File: src/rtl/rv32i_pkg.sv
// RV32I opcodes and instruction formats, shared by the encode and decode paths.
package rv32i_pkg;

  localparam logic [6:0] OP_LW        = 7'b0000011;
  localparam logic [6:0] OP_SW        = 7'b0100011;
  localparam logic [6:0] OP_JAL       = 7'b1101111;
  localparam logic [6:0] OP_LUI       = 7'b0110111;
  localparam logic [6:0] OP_JALR      = 7'b1100111;
  localparam logic [6:0] OP_AUIPC     = 7'b0010111;
  localparam logic [6:0] OP_BRANCH    = 7'b1100011;
  localparam logic [6:0] OP_IMMEDIATE = 7'b0010011;
  localparam logic [6:0] OP_RTYPE     = 7'b0110011;

  localparam logic [31:0] NOP_WORD = 32'h0000_0013;

  typedef enum logic [2:0] {
    FMT_R,
    FMT_I,
    FMT_S,
    FMT_B,
    FMT_U,
    FMT_J,
    FMT_BAD
  } fmt_e;

  function automatic fmt_e get_fmt(input logic [6:0] opcode);
    case (opcode)
      OP_RTYPE:                      return FMT_R;
      OP_IMMEDIATE, OP_LW, OP_JALR:  return FMT_I;
      OP_SW:                         return FMT_S;
      OP_BRANCH:                     return FMT_B;
      OP_LUI, OP_AUIPC:              return FMT_U;
      OP_JAL:                        return FMT_J;
      default:                       return FMT_BAD;
    endcase
  endfunction

endpackage

File: src/rtl/instr_pack.sv
// Combinational field packer: decoded fields -> RV32I word plus range/alignment/opcode error.
module instr_pack
  import rv32i_pkg::*;
(
  input  logic [6:0]  opcode,
  input  logic [2:0]  funct3,
  input  logic [6:0]  funct7,
  input  logic [4:0]  rd,
  input  logic [4:0]  rs1,
  input  logic [4:0]  rs2,
  input  logic [31:0] imm,
  output logic [31:0] word,
  output logic        err
);

  // An immediate fits when every bit above its sign bit repeats the sign bit.
  logic fits12, fits13, fits21;
  assign fits12 = (imm[31:11] == {21{imm[11]}});
  assign fits13 = (imm[31:12] == {20{imm[12]}});
  assign fits21 = (imm[31:20] == {12{imm[20]}});

  always_comb begin
    word = NOP_WORD;
    err  = 1'b0;
    case (get_fmt(opcode))
      FMT_R: word = {funct7, rs2, rs1, funct3, rd, opcode};
      FMT_I: begin
        word = {imm[11:0], rs1, funct3, rd, opcode};
        err  = !fits12;
      end
      FMT_S: begin
        word = {imm[11:5], rs2, rs1, funct3, imm[4:0], opcode};
        err  = !fits12;
      end
      FMT_B: begin
        word = {imm[12], imm[10:5], rs2, rs1, funct3, imm[4:1], imm[11], opcode};
        err  = !fits13 || imm[0];
      end
      FMT_U: begin
        word = {imm[31:12], rd, opcode};
        err  = (imm[11:0] != 12'h000);
      end
      FMT_J: begin
        word = {imm[20], imm[10:1], imm[11], imm[19:12], rd, opcode};
        err  = !fits21 || imm[0];
      end
      default: begin
        word = NOP_WORD;
        err  = 1'b1;
      end
    endcase
  end

endmodule

File: src/rtl/instruction_encoder.sv
// Streaming RV32I encoder: one output register with address, word counter and sticky error.
module instruction_encoder
  import rv32i_pkg::*;
#(
  parameter logic [31:0] BASE_ADDR = 32'h0000_0000,
  parameter int unsigned CNT_WIDTH = 16
) (
  input  logic                 clk,
  input  logic                 rst_n,
  input  logic                 start_i,
  input  logic                 in_valid_i,
  output logic                 in_ready_o,
  input  logic [6:0]           opcode_i,
  input  logic [2:0]           funct3_i,
  input  logic [6:0]           funct7_i,
  input  logic [4:0]           rd_i,
  input  logic [4:0]           rs1_i,
  input  logic [4:0]           rs2_i,
  input  logic [31:0]          imm_i,
  output logic                 out_valid_o,
  input  logic                 out_ready_i,
  output logic [31:0]          instr_o,
  output logic [31:0]          addr_o,
  output logic                 err_o,
  output logic                 err_sticky_o,
  output logic [CNT_WIDTH-1:0] count_o
);

  logic [31:0] pack_word;
  logic        pack_err;
  logic        accept;
  logic        out_hs;

  instr_pack u_pack (
    .opcode (opcode_i),
    .funct3 (funct3_i),
    .funct7 (funct7_i),
    .rd     (rd_i),
    .rs1    (rs1_i),
    .rs2    (rs2_i),
    .imm    (imm_i),
    .word   (pack_word),
    .err    (pack_err)
  );

  assign in_ready_o = !start_i && (!out_valid_o || out_ready_i);
  assign accept     = in_valid_i && in_ready_o;
  assign out_hs     = out_valid_o && out_ready_i;

  always_ff @(posedge clk or negedge rst_n) begin
    if (!rst_n) begin
      out_valid_o  <= 1'b0;
      instr_o      <= '0;
      addr_o       <= BASE_ADDR;
      err_o        <= 1'b0;
      err_sticky_o <= 1'b0;
      count_o      <= '0;
    end else if (start_i) begin
      out_valid_o  <= 1'b0;
      instr_o      <= '0;
      addr_o       <= BASE_ADDR;
      err_o        <= 1'b0;
      err_sticky_o <= 1'b0;
      count_o      <= '0;
    end else begin
      // addr_o advances on the handshake, so a word loaded in the same cycle gets the next address.
      if (out_hs) begin
        addr_o       <= addr_o + 32'd4;
        count_o      <= count_o + CNT_WIDTH'(1);
        err_sticky_o <= err_sticky_o | err_o;
      end
      if (accept) begin
        out_valid_o <= 1'b1;
        instr_o     <= pack_word;
        err_o       <= pack_err;
      end else if (out_hs) begin
        out_valid_o <= 1'b0;
      end
    end
  end

endmodule

File: config.mk
export PLATFORM = sky130hd
export DESIGN_NAME = instruction_encoder
export DESIGN_NICKNAME = d
export VERILOG_FILES = /design/src/rtl/rv32i_pkg.sv /design/src/rtl/instr_pack.sv /design/src/rtl/instruction_encoder.sv
export SDC_FILE = /design/constraint.sdc
export NUM_CORES = 1
export LEC_CHECK = 0
export CORE_AREA = 2 2 108 110
export CTS_CLUSTER_SIZE = 14
export DETAILED_ROUTE_END_ITERATION = 16
export DIE_AREA = 0 0 110 112
export PLACE_DENSITY = 0.79
export SYNTH_ARGS = -nofsm -noshare
export SYNTH_HDL_FRONTEND = slang
export SYNTH_SLANG_ARGS = --single-unit
export TNS_END_PERCENT = 1
File: constraint.sdc
create_clock -name clk -period 3.2 [get_ports clk]
set_input_delay 0.64 -clock clk [delete_from_list [all_inputs] [get_ports clk]]
set_output_delay 0.64 -clock clk [all_outputs]
set_load 0.02 [all_outputs]
==> results.toml <==
[yosys]
synthMuxAreaShare = 0.0153
synthAdderAreaFrac = 0.00817
synth-seq-cells = 81
ys.flop_type = "dfrtp_1"
synth_top_family_by_area = "simple AND/OR/NAND/NOR gates"
yosysSeqAreaShare = 0.441
yosys_warnings = 0
netlist_area_um2 = 4590
synth_edf_count = 0
netlist_instances = 494
synth_xor_area_frac = 0.0667
ys_async_sr_fraction = 1.00
yosys.area_share.simple = 0.270
avgSynthCellArea_um2 = 9.30
synthDistinctLibCells = 62
synth-compound-area-share = 0.157

[clocking]
post-cts-setup-buffers = 0
clkSinkCount = 81
clock_latency_ns = 0.33
cts_buffers = 9
cts-hold-fix-buffers = 0
clkTransAtPathRegs_ns = 0.06
cts_resized = 0
clockBufferDepth = 2
cts_tree = "built"
cts_root_buf = "clkbuf_16"
cts_htree_levels = 3

[floorplanning]
die_x_um = 110
ios = 153
rows = 39
design.core.area_um2 = 11200
initial_core_util = 0.411
dieArea_um2 = 12300
die_y_um = 112

[drt]
dr.pass1.iters = 5
detail-route-antenna-nets = 0
drc = 0
vias_per_cell = 5.71
routed_wl_um = 13900
wl_per_cell_um = 17.5
drtIter0Drc = 281
vias = 4523

[grt]
track_usage = 0.230
grt_first_pass_wirelength_um = 22400
grt_max_degree = 82
grt_pass1_vias = 4466
antenna_found_initial = 0
grt_overflow_total = 0

[timing]
relSlewSlack = 0.324
fin_skew_ns = 0.00616
worst_slew_pin_slew_ns = 1.01
rsz0062_at_grt = "no"
hold_viol = 0
final_max_slew_viol_count = 0
finalSetupViolations = 0
whs_ns = 0.489
tns_ns = 0
fmax_mhz = 348
fin_crit_sh = 0.897
post-route-min-period_ns = 2.87
fin_ws_ns = 0.329

[critical_path]
critPathRequiredTime_ns = 3.47
path_class = "in2reg"
worstPathArrival_ns = 3.14
timing.rr.start = "out_valid_o"
worstSetupEndpointType = "flop"
crit_path_start_kind = "input port"
crit_start = "opcode_i[1]"
crit_fanout = 15

[finish]
area_growth_syn_to_layout_pct = 42.0
stdcell_area_um2 = 6520
drive_gt1_frac = 0.0724
num_antenna_cells = 0
final_nets = 717

[pwr]
p_per_area_nw_per_um2 = 351
power_mw = 2.29
leakage_nw = 2.58
ir_worst_vdd_v = 0.000253

[run_status]
status = "complete, no violations"

[placed_design]
dp_slack_ns = -0.0113
gp_congestion = 0.951
place_area_um2 = 6250
place_hpwl_um = 10500
port_buffers = 150

[min_path]
min_path_type = "in2async"

[flow_run]
drv_cap = 0
cell families after synthesis:
family                   Yosys count
buffers and inverters             38
AO/OA/AOI/OAI                     99
flip-flops                        81
AND/OR/NAND/NOR                  230
multiplexers                       7
adder cells (fa/ha/maj)            3
other                              1
XOR/XNOR                          35
per-layer routing:
metal / share of wire / wire length, um / track usage / up-vias
li1: - / - / - / 2106
met1: 0.43 / 5950 / 0.312 / 2209
met2: 0.49 / 6850 / 0.374 / 192
met3: 0.063 / 878 / 0.0463 / 16
met4: 0.013 / 186 / 0.0582 / 0
met5: 0 / 0 / 0 / -
path summary, 6_finish.rpt:
check                                    to  slack, ns  cells after the start
max in group asynchronous       instr_o[27]       2.06                      1
min in group clk                 instr_o[9]       0.49                      2
worst min register to register   instr_o[9]       0.49                      2
worst max register to register  instr_o[30]       1.13                      5
worst min-delay path             addr_o[23]       0.49                      1
worst max-delay path            instr_o[30]       0.33                      8
report_power, final:
| part | internal [mW] | switching (mW) | total [mW] |
|---|---|---|---|
| logic | 0.145 | 0.158 | 0.303 |
| clock network | 0.543 | 0.395 | 0.938 |
| registers | 1.04 | 0.0115 | 1.05 |
| total | 1.73 | 0.564 | 2.29 |
Yosys cell counts (14+ instances only):
| cell | number | share of area |
|---|---|---|
| dfrtp_1 | 81 | 0.44 |
| nand2_1 | 47 | 0.038 |
| nor2_1 | 45 | 0.037 |
| xnor2_1 | 26 | 0.050 |
| nor3_1 | 22 | 0.024 |
| a21oi_1 | 20 | 0.022 |
| nand3_1 | 19 | 0.021 |
| o21ai_0 | 19 | 0.021 |
| nand4_1 | 15 | 0.020 |
| nor4_1 | 15 | 0.020 |
| a221o_1 | 14 | 0.031 |
| a22o_1 | 14 | 0.027 |
| clkbuf_1 | 14 | 0.011 |
metrics by stage:
stage | instances | util
CTS | 792 | 0.583
global route | 792 | 0.583
global placement | 777 | 0.560
finish | 792 | 0.583
detailed placement | 777 | 0.560
floorplan | 495 | -
registers in the layout, summed over array words and instances, names as in the netlist:
signal	flops
err_sticky_o	1
out_valid_o	1
err_o	1
addr_o	30
count_o	16
instr_o	32
critical path: stages:
cell             delay (ns)
clkdlybuf4s50_1        0.63
nand4bb_4              0.14
or3b_1                 0.41
ha_1                   0.22
o21ai_1                0.18
o21ai_1                0.12
nor2_2                 0.54
a221o_1                0.25
cells in the final DEF (no fill, tap or decap), types with 3 or more instances in the layout:
cell,n
clkdlybuf4s50_1,148
dfrtp_1,81
nand2_1,47
nor2_1,45
xnor2_1,26
nor3_1,22
nand3_1,19
o21ai_0,19
a21oi_1,19
buf_4,19
nand4_1,15
nor4_1,15
a22o_1,14
a221o_1,14
and3_1,11
or3_1,11
inv_1,9
xor2_1,9
clkbuf_16,9
nor3b_1,7
o21ai_1,7
mux2i_1,7
nor2b_1,6
and4_1,5
and2_1,4
a21o_1,3
or2_2,3
nand3b_1,3
or4_1,3
ha_1,3
clkbuf_1,3
layout make-up:
| type | instances | area, um2 |
|---|---|---|
| Clock buffer | 13 | 250 |
| Clock inverter | 2 | 15.0 |
| Fill cell | 971 | 4650 |
| Inverter | 9 | 33.8 |
| Multi-Input combinational cell | 376 | 2390 |
| Sequential cell | 81 | 2030 |
| Tap cell | 143 | 179 |
| Timing Repair Buffer | 168 | 1630 |
(Power assumes the default switching activity.)
